$ cat config.mk
export PLATFORM = sky130hd
export DESIGN_NAME = mem_arbiter_flat
export DESIGN_NICKNAME = d
export VERILOG_FILES = /design/src/rtl/mem_arbiter_if.sv /design/src/rtl/mem_arbiter.sv /design/src/flat_wrapper.sv
export SDC_FILE = /design/constraint.sdc
export NUM_CORES = 1
export LEC_CHECK = 0
export CORE_AREA = 10 10 98 109
export DETAILED_ROUTE_END_ITERATION = 8
export DIE_AREA = 0 0 108 119
export PLACE_DENSITY_LB_ADDON = 0.15
export SETUP_SLACK_MARGIN = 0.1
export SKIP_CTS_REPAIR_TIMING = 1
export SLEW_MARGIN = 10
export SYNTH_ARGS = -nofsm -noshare
export SYNTH_HDL_FRONTEND = slang
export SYNTH_SLANG_ARGS = --single-unit
$ cat constraint.sdc
create_clock -name CLK -period 1.7 [get_ports CLK]
set_clock_uncertainty 0.15 [all_clocks]
set_input_delay 0.34 -clock CLK [delete_from_list [all_inputs] [get_ports CLK]]
set_output_delay 0.34 -clock CLK [all_outputs]
set_load 0.05 [all_outputs]
$ cat src/rtl/mem_arbiter_if.sv
// mem_arbiter_if: memory-side bus between the two caches, the shared RAM
// port and the arbiter. The arbiter connects through the master modport;
// the caches and the RAM model connect through the slave modport.
interface mem_arbiter_if;
    logic        iREN;
    logic [31:0] iaddr;
    logic        iwait;
    logic [31:0] iload;

    logic        dREN;
    logic        dWEN;
    logic [31:0] daddr;
    logic [31:0] dstore;
    logic        dwait;
    logic [31:0] dload;

    logic        ramREN;
    logic        ramWEN;
    logic [31:0] ramaddr;
    logic [31:0] ramstore;
    logic [31:0] ramload;
    logic [1:0]  ramstate;

    modport master (
        input  iREN, iaddr, dREN, dWEN, daddr, dstore, ramload, ramstate,
        output iwait, iload, dwait, dload, ramREN, ramWEN, ramaddr, ramstore
    );

    modport slave (
        output iREN, iaddr, dREN, dWEN, daddr, dstore, ramload, ramstate,
        input  iwait, iload, dwait, dload, ramREN, ramWEN, ramaddr, ramstore
    );
endinterface

$ cat src/rtl/mem_arbiter.sv
// mem_arbiter: shares the single RAM port between icache and dcache.
// The dcache wins arbitration, except that after STARVE_LIMIT back-to-back
// dcache completions with iREN pending, the icache is forced in.
// Every grant returns to IDLE for one arbitration cycle after completion.
// Optional build macro MEM_ARB_STATS_EN adds igrants/dgrants/conflicts
// event counters as extra outputs.
//
//   state  | meaning
//   IDLE   | no owner; arbitrate between pending requests
//   DGRANT | dcache owns the RAM port until ACCESS or withdrawal
//   IGRANT | icache owns the RAM port until ACCESS or withdrawal
module mem_arbiter #(
    parameter int STARVE_LIMIT = 4,
    parameter int CNT_W        = 4
) (
    input  logic          CLK,
    input  logic          nRST,
    mem_arbiter_if.master bus
`ifdef MEM_ARB_STATS_EN
    ,
    output logic [31:0]   igrants,
    output logic [31:0]   dgrants,
    output logic [31:0]   conflicts
`endif
);

    typedef enum logic [1:0] {
        IDLE   = 2'd0,
        DGRANT = 2'd1,
        IGRANT = 2'd2
    } state_t;

    localparam logic [1:0]       RAM_ACCESS = 2'd2;
    localparam logic [CNT_W-1:0] LIMIT      = CNT_W'(STARVE_LIMIT);

    state_t           state, state_nxt;
    logic [CNT_W-1:0] streak, streak_nxt;
    logic             dreq;
    logic             access;

    assign dreq      = bus.dREN | bus.dWEN;
    assign access    = (bus.ramstate == RAM_ACCESS);
    assign bus.iload = bus.ramload;
    assign bus.dload = bus.ramload;

    // State register and dcache streak counter.
    always_ff @(posedge CLK or negedge nRST) begin
        if (!nRST) begin
            state  <= IDLE;
            streak <= '0;
        end else begin
            state  <= state_nxt;
            streak <= streak_nxt;
        end
    end

    // Arbitration, RAM port steering, wait handshakes and streak update.
    always_comb begin
        state_nxt    = state;
        streak_nxt   = streak;
        bus.ramREN   = 1'b0;
        bus.ramWEN   = 1'b0;
        bus.ramaddr  = '0;
        bus.ramstore = '0;
        bus.iwait    = 1'b1;
        bus.dwait    = 1'b1;
        case (state)
            IDLE: begin
                if (dreq && !(bus.iREN && (streak == LIMIT))) begin
                    state_nxt = DGRANT;
                end else if (bus.iREN) begin
                    state_nxt = IGRANT;
                end
            end
            DGRANT: begin
                bus.ramaddr  = bus.daddr;
                bus.ramstore = bus.dstore;
                bus.ramWEN   = bus.dWEN;
                bus.ramREN   = bus.dREN & ~bus.dWEN;
                if (!dreq) begin
                    // Withdrawal: release the port, streak untouched.
                    state_nxt = IDLE;
                end else if (access) begin
                    bus.dwait = 1'b0;
                    state_nxt = IDLE;
                    if (bus.iREN) begin
                        streak_nxt = (streak == LIMIT) ? streak : streak + 1'b1;
                    end else begin
                        streak_nxt = '0;
                    end
                end
            end
            IGRANT: begin
                bus.ramaddr = bus.iaddr;
                // Follows iREN so a withdrawn fetch drops the enable at once.
                bus.ramREN  = bus.iREN;
                if (!bus.iREN) begin
                    state_nxt = IDLE;
                end else if (access) begin
                    bus.iwait  = 1'b0;
                    state_nxt  = IDLE;
                    streak_nxt = '0;
                end
            end
            default: state_nxt = IDLE;
        endcase
    end

`ifdef MEM_ARB_STATS_EN
    // Event counters: completed accesses per cache and contested IDLE cycles.
    always_ff @(posedge CLK or negedge nRST) begin
        if (!nRST) begin
            igrants   <= '0;
            dgrants   <= '0;
            conflicts <= '0;
        end else begin
            if (state == IGRANT && bus.iREN && access) begin
                igrants <= igrants + 32'd1;
            end
            if (state == DGRANT && dreq && access) begin
                dgrants <= dgrants + 32'd1;
            end
            if (state == IDLE && bus.iREN && dreq) begin
                conflicts <= conflicts + 32'd1;
            end
        end
    end
`endif

endmodule

$ cat src/flat_wrapper.sv
// flat-port wrapper written by rule: the top's interface ports become plain ports
module mem_arbiter_flat 
#(
    parameter int STARVE_LIMIT = 4,
    parameter int CNT_W        = 4
)
  (CLK, nRST, bus_iREN, bus_iaddr, bus_dREN, bus_dWEN, bus_daddr, bus_dstore, bus_ramload, bus_ramstate, bus_iwait, bus_iload, bus_dwait, bus_dload, bus_ramREN, bus_ramWEN, bus_ramaddr, bus_ramstore);
  mem_arbiter_if bus_i ();
  input  logic CLK;
  input  logic nRST;
  input wire logic [$bits(bus_i.iREN)-1:0] bus_iREN;
  input wire logic [$bits(bus_i.iaddr)-1:0] bus_iaddr;
  input wire logic [$bits(bus_i.dREN)-1:0] bus_dREN;
  input wire logic [$bits(bus_i.dWEN)-1:0] bus_dWEN;
  input wire logic [$bits(bus_i.daddr)-1:0] bus_daddr;
  input wire logic [$bits(bus_i.dstore)-1:0] bus_dstore;
  input wire logic [$bits(bus_i.ramload)-1:0] bus_ramload;
  input wire logic [$bits(bus_i.ramstate)-1:0] bus_ramstate;
  output wire logic [$bits(bus_i.iwait)-1:0] bus_iwait;
  output wire logic [$bits(bus_i.iload)-1:0] bus_iload;
  output wire logic [$bits(bus_i.dwait)-1:0] bus_dwait;
  output wire logic [$bits(bus_i.dload)-1:0] bus_dload;
  output wire logic [$bits(bus_i.ramREN)-1:0] bus_ramREN;
  output wire logic [$bits(bus_i.ramWEN)-1:0] bus_ramWEN;
  output wire logic [$bits(bus_i.ramaddr)-1:0] bus_ramaddr;
  output wire logic [$bits(bus_i.ramstore)-1:0] bus_ramstore;
  assign bus_i.iREN = bus_iREN;
  assign bus_i.iaddr = bus_iaddr;
  assign bus_i.dREN = bus_dREN;
  assign bus_i.dWEN = bus_dWEN;
  assign bus_i.daddr = bus_daddr;
  assign bus_i.dstore = bus_dstore;
  assign bus_i.ramload = bus_ramload;
  assign bus_i.ramstate = bus_ramstate;
  assign bus_iwait = bus_i.iwait;
  assign bus_iload = bus_i.iload;
  assign bus_dwait = bus_i.dwait;
  assign bus_dload = bus_i.dload;
  assign bus_ramREN = bus_i.ramREN;
  assign bus_ramWEN = bus_i.ramWEN;
  assign bus_ramaddr = bus_i.ramaddr;
  assign bus_ramstore = bus_i.ramstore;
  mem_arbiter #(.STARVE_LIMIT(STARVE_LIMIT), .CNT_W(CNT_W)) u_core (.CLK(CLK), .nRST(nRST), .bus(bus_i));
endmodule
==> out/qor.txt <==
Die W - 108 um
total grt overflow - 0
largest net degree at the start of global routing - 33
die area - 12,900 um2
I/O pins - 267
row cnt - 36
synth unique cells - 33
Worst IR Drop VDD - 0.698 mV
layout cells sized above 1 - 0.630
first-pass iteration count of the detailed router - 5
slowest stage delay, CP - 0.40 ns
Worst EP required - 1.21 ns
worst rel slew slack - 0.763
CP Buf/Inv Count - 4
IO Port Bufs - 170
Num CTS Buffers - 3
drt wl/cell - 20.5 um
setup repair after global routing missed its margin - true
initial antenna violation count - 0
H-tree level count - 1
DR WL met2 - 4630 um
Seq cells post-synth - 6
Residual DRC - 0
overall global routing resource usage - 0.133
Seq/Total Area, Yosys - 0.0910
clk sinks - 6
vias after detailed routing - 2,016
Final nets - 494
CTS Root Cell - clkbuf_8
Worst EP arrival - 1.55 ns
first-pass GRT wire length - 13,400 um
failing checks - setup timing
initial core utilization - 0.192
CTS tree - built
Final min period - 2.04 ns
Syn Nets - 363
Hold Crit Class - in -> async
pre-CTS WS - -0.338 ns
Max Slew Vio Count - 0
final setup fails - 72
DR WL met3 - 995 um
P_leak - 1.87 nW
Starting DRT DRC Count - 50
drt total wl - 9550 um
Via density - 4.34
worst hold margin - 0.224 ns
pwr dens - 1650 nW/um2
metal1 wirelength - 3820 um
Detail Route Antenna Nets - 0
hpwl dp - 8230 um
status - finished with violations
fmax - 491 MHz
number of max-cap violations - 0
crit path max fanout - 10
final core occ - 0.540
post-synthesis cell area - 1650 um2
crit path kind - reg -> out
Startpoint Class - flop
worst skew pair latency - 0.22 ns
final worst path period share - 1.20
syn avg cell area - 7.43 um2
Gate Count Post-Synth - 222
Vert. Die Dim - 119 um
crit path cell chain - buf_6 > ha_4 > buf_4 > buf_6 > and2_4 > buf_12
Clock transition at path regs - 0.04 ns
Top Layer Used - met4
core footprint - 8600 um2
Critical-path top delay cell - dfrtp_1
Setup WS post-layout - -0.337 ns
Max clock buf depth - 2
Worst setup EP type - output pin
Worst-Margin Slew - 0.353 ns
CP top delay family - buffers and inverters
Area Growth Syn to Fin - 181%
yosys warns - 0
vias in the first global route - 2,009
Final GP Congestion - 0.775
antenna diode count - 0
Critical Path Most Common Cell - buf_6
final hold viol count - 0
## layer usage
metal  GRT usage  vias to the layer above
li1            -                      948
met1       0.160                      930
met2       0.218                      121
met3      0.0529                       17
met4      0.0293                        0
met5           0                        -
## placed cells by master (no fill, tap or decap), drive strengths merged, types with 2 or more instances in the layout
master | netlist | layout
dlymetal6s2s | 0 | 3
inv | 4 | 4
clkdlybuf4s50 | 0 | 99
and2 | 33 | 33
ha | 6 | 6
nor2b | 33 | 33
o21ai | 4 | 4
clkbuf | 10 | 4
a22oi | 32 | 32
a221o | 2 | 2
nor2 | 2 | 2
dfrtp | 6 | 6
nand3 | 3 | 3
a22o | 2 | 2
buf | 68 | 101
## per-stage QoR
| step | cells | setup TNS [ns] | power [mW] | area [um2] |
|---|---|---|---|---|
| 2_1_floorplan | 222 | -4.64 | 4.46 | 2150 |
| 3_3_place_gp | 453 | -9.62 | 7.01 | 4220 |
| 5_1_grt | 465 | -25.57 | 7.99 | 4640 |
| 3_5_place_dp | 453 | -11.34 | 7.02 | 4220 |
| 4_1_cts | 456 | -26.34 | 7.25 | 4260 |
| 6_report | 465 | -21.27 | 7.66 | 4640 |
## flip-flops by register name, indices dropped and copies added (netlist names)
register	count
u_core.streak	4
u_core.state	2
## final timing paths
path                                                    from                            to  slack, ns  cells past startpoint
worst min-delay path                                    nRST  u_core.streak[2]$_DFFE_PN0P_       0.22                      1
worst max-delay path             u_core.state[0]$_DFFE_PN0P_              bus_ramstore[21]      -0.34                      6
worst min register to register  u_core.streak[3]$_DFFE_PN0P_  u_core.streak[3]$_DFFE_PN0P_       0.42                      1
min in group CLK                u_core.streak[3]$_DFFE_PN0P_  u_core.streak[3]$_DFFE_PN0P_       0.42                      1
max in group asynchronous                               nRST  u_core.streak[3]$_DFFE_PN0P_       0.94                      1
worst max register to register   u_core.state[0]$_DFFE_PN0P_  u_core.streak[3]$_DFFE_PN0P_      -0.22                      8
## layout make-up
cell class                 count  area, um2
multi-input combinational    134       1560
tap                          114        143
clock buffer                   3       41.3
sequential                     6        150
inverter                       4       15.0
timing repair buffer         204       2740
fill                         739       3960
## power by group
| group | switching, mW | internal (mW) |
|---|---|---|
| Sequential | 0.0377 | 0.192 |
| Clock | 0.0601 | 0.152 |
| Combinational | 3.45 | 3.77 |
| Total | 3.55 | 4.12 |
## logic make-up after synthesis
logic type / synth area share
buffers and inverters: 0.334
and+or+nand+nor: 0.320
AOI/OAI and AO/OA: 0.203
adders and majority gates: 0.0455
DFF: 0.0910
muxes: 0.00682
## cells in the mapped netlist
library cell / n / area (um2)
and4b_1: 1 / 10.0
nand3_1: 3 / 15.0
a211oi_1: 1 / 7.51
and2_1: 33 / 206
a22oi_1: 32 / 240
or2_2: 1 / 6.26
ha_1: 6 / 75.1
dfrtp_1: 6 / 150
o21ai_1: 3 / 15.0
buf_4: 64 / 480
nor2b_1: 33 / 206
or2b_1: 1 / 7.51
a22o_1: 2 / 17.5
a21oi_1: 1 / 5.00
nor4_4: 1 / 21.3
o21bai_1: 1 / 7.51
mux2_2: 1 / 11.3
nor2_1: 2 / 7.51
clkbuf_1: 10 / 37.5
nand2_1: 1 / 3.75
and3b_1: 1 / 8.76
buf_1: 2 / 7.51
a221o_1: 2 / 20.0
inv_1: 4 / 15.0
buf_2: 2 / 10.0
and3_1: 1 / 6.26
a21boi_0: 1 / 7.51
o21ai_0: 1 / 5.00
or4_1: 1 / 7.51
nand3b_1: 1 / 7.51
nand2b_1: 1 / 6.26
a32o_1: 1 / 10.0
and2b_1: 1 / 7.51
No activity file was read; power rests on OpenSTA's default activity.
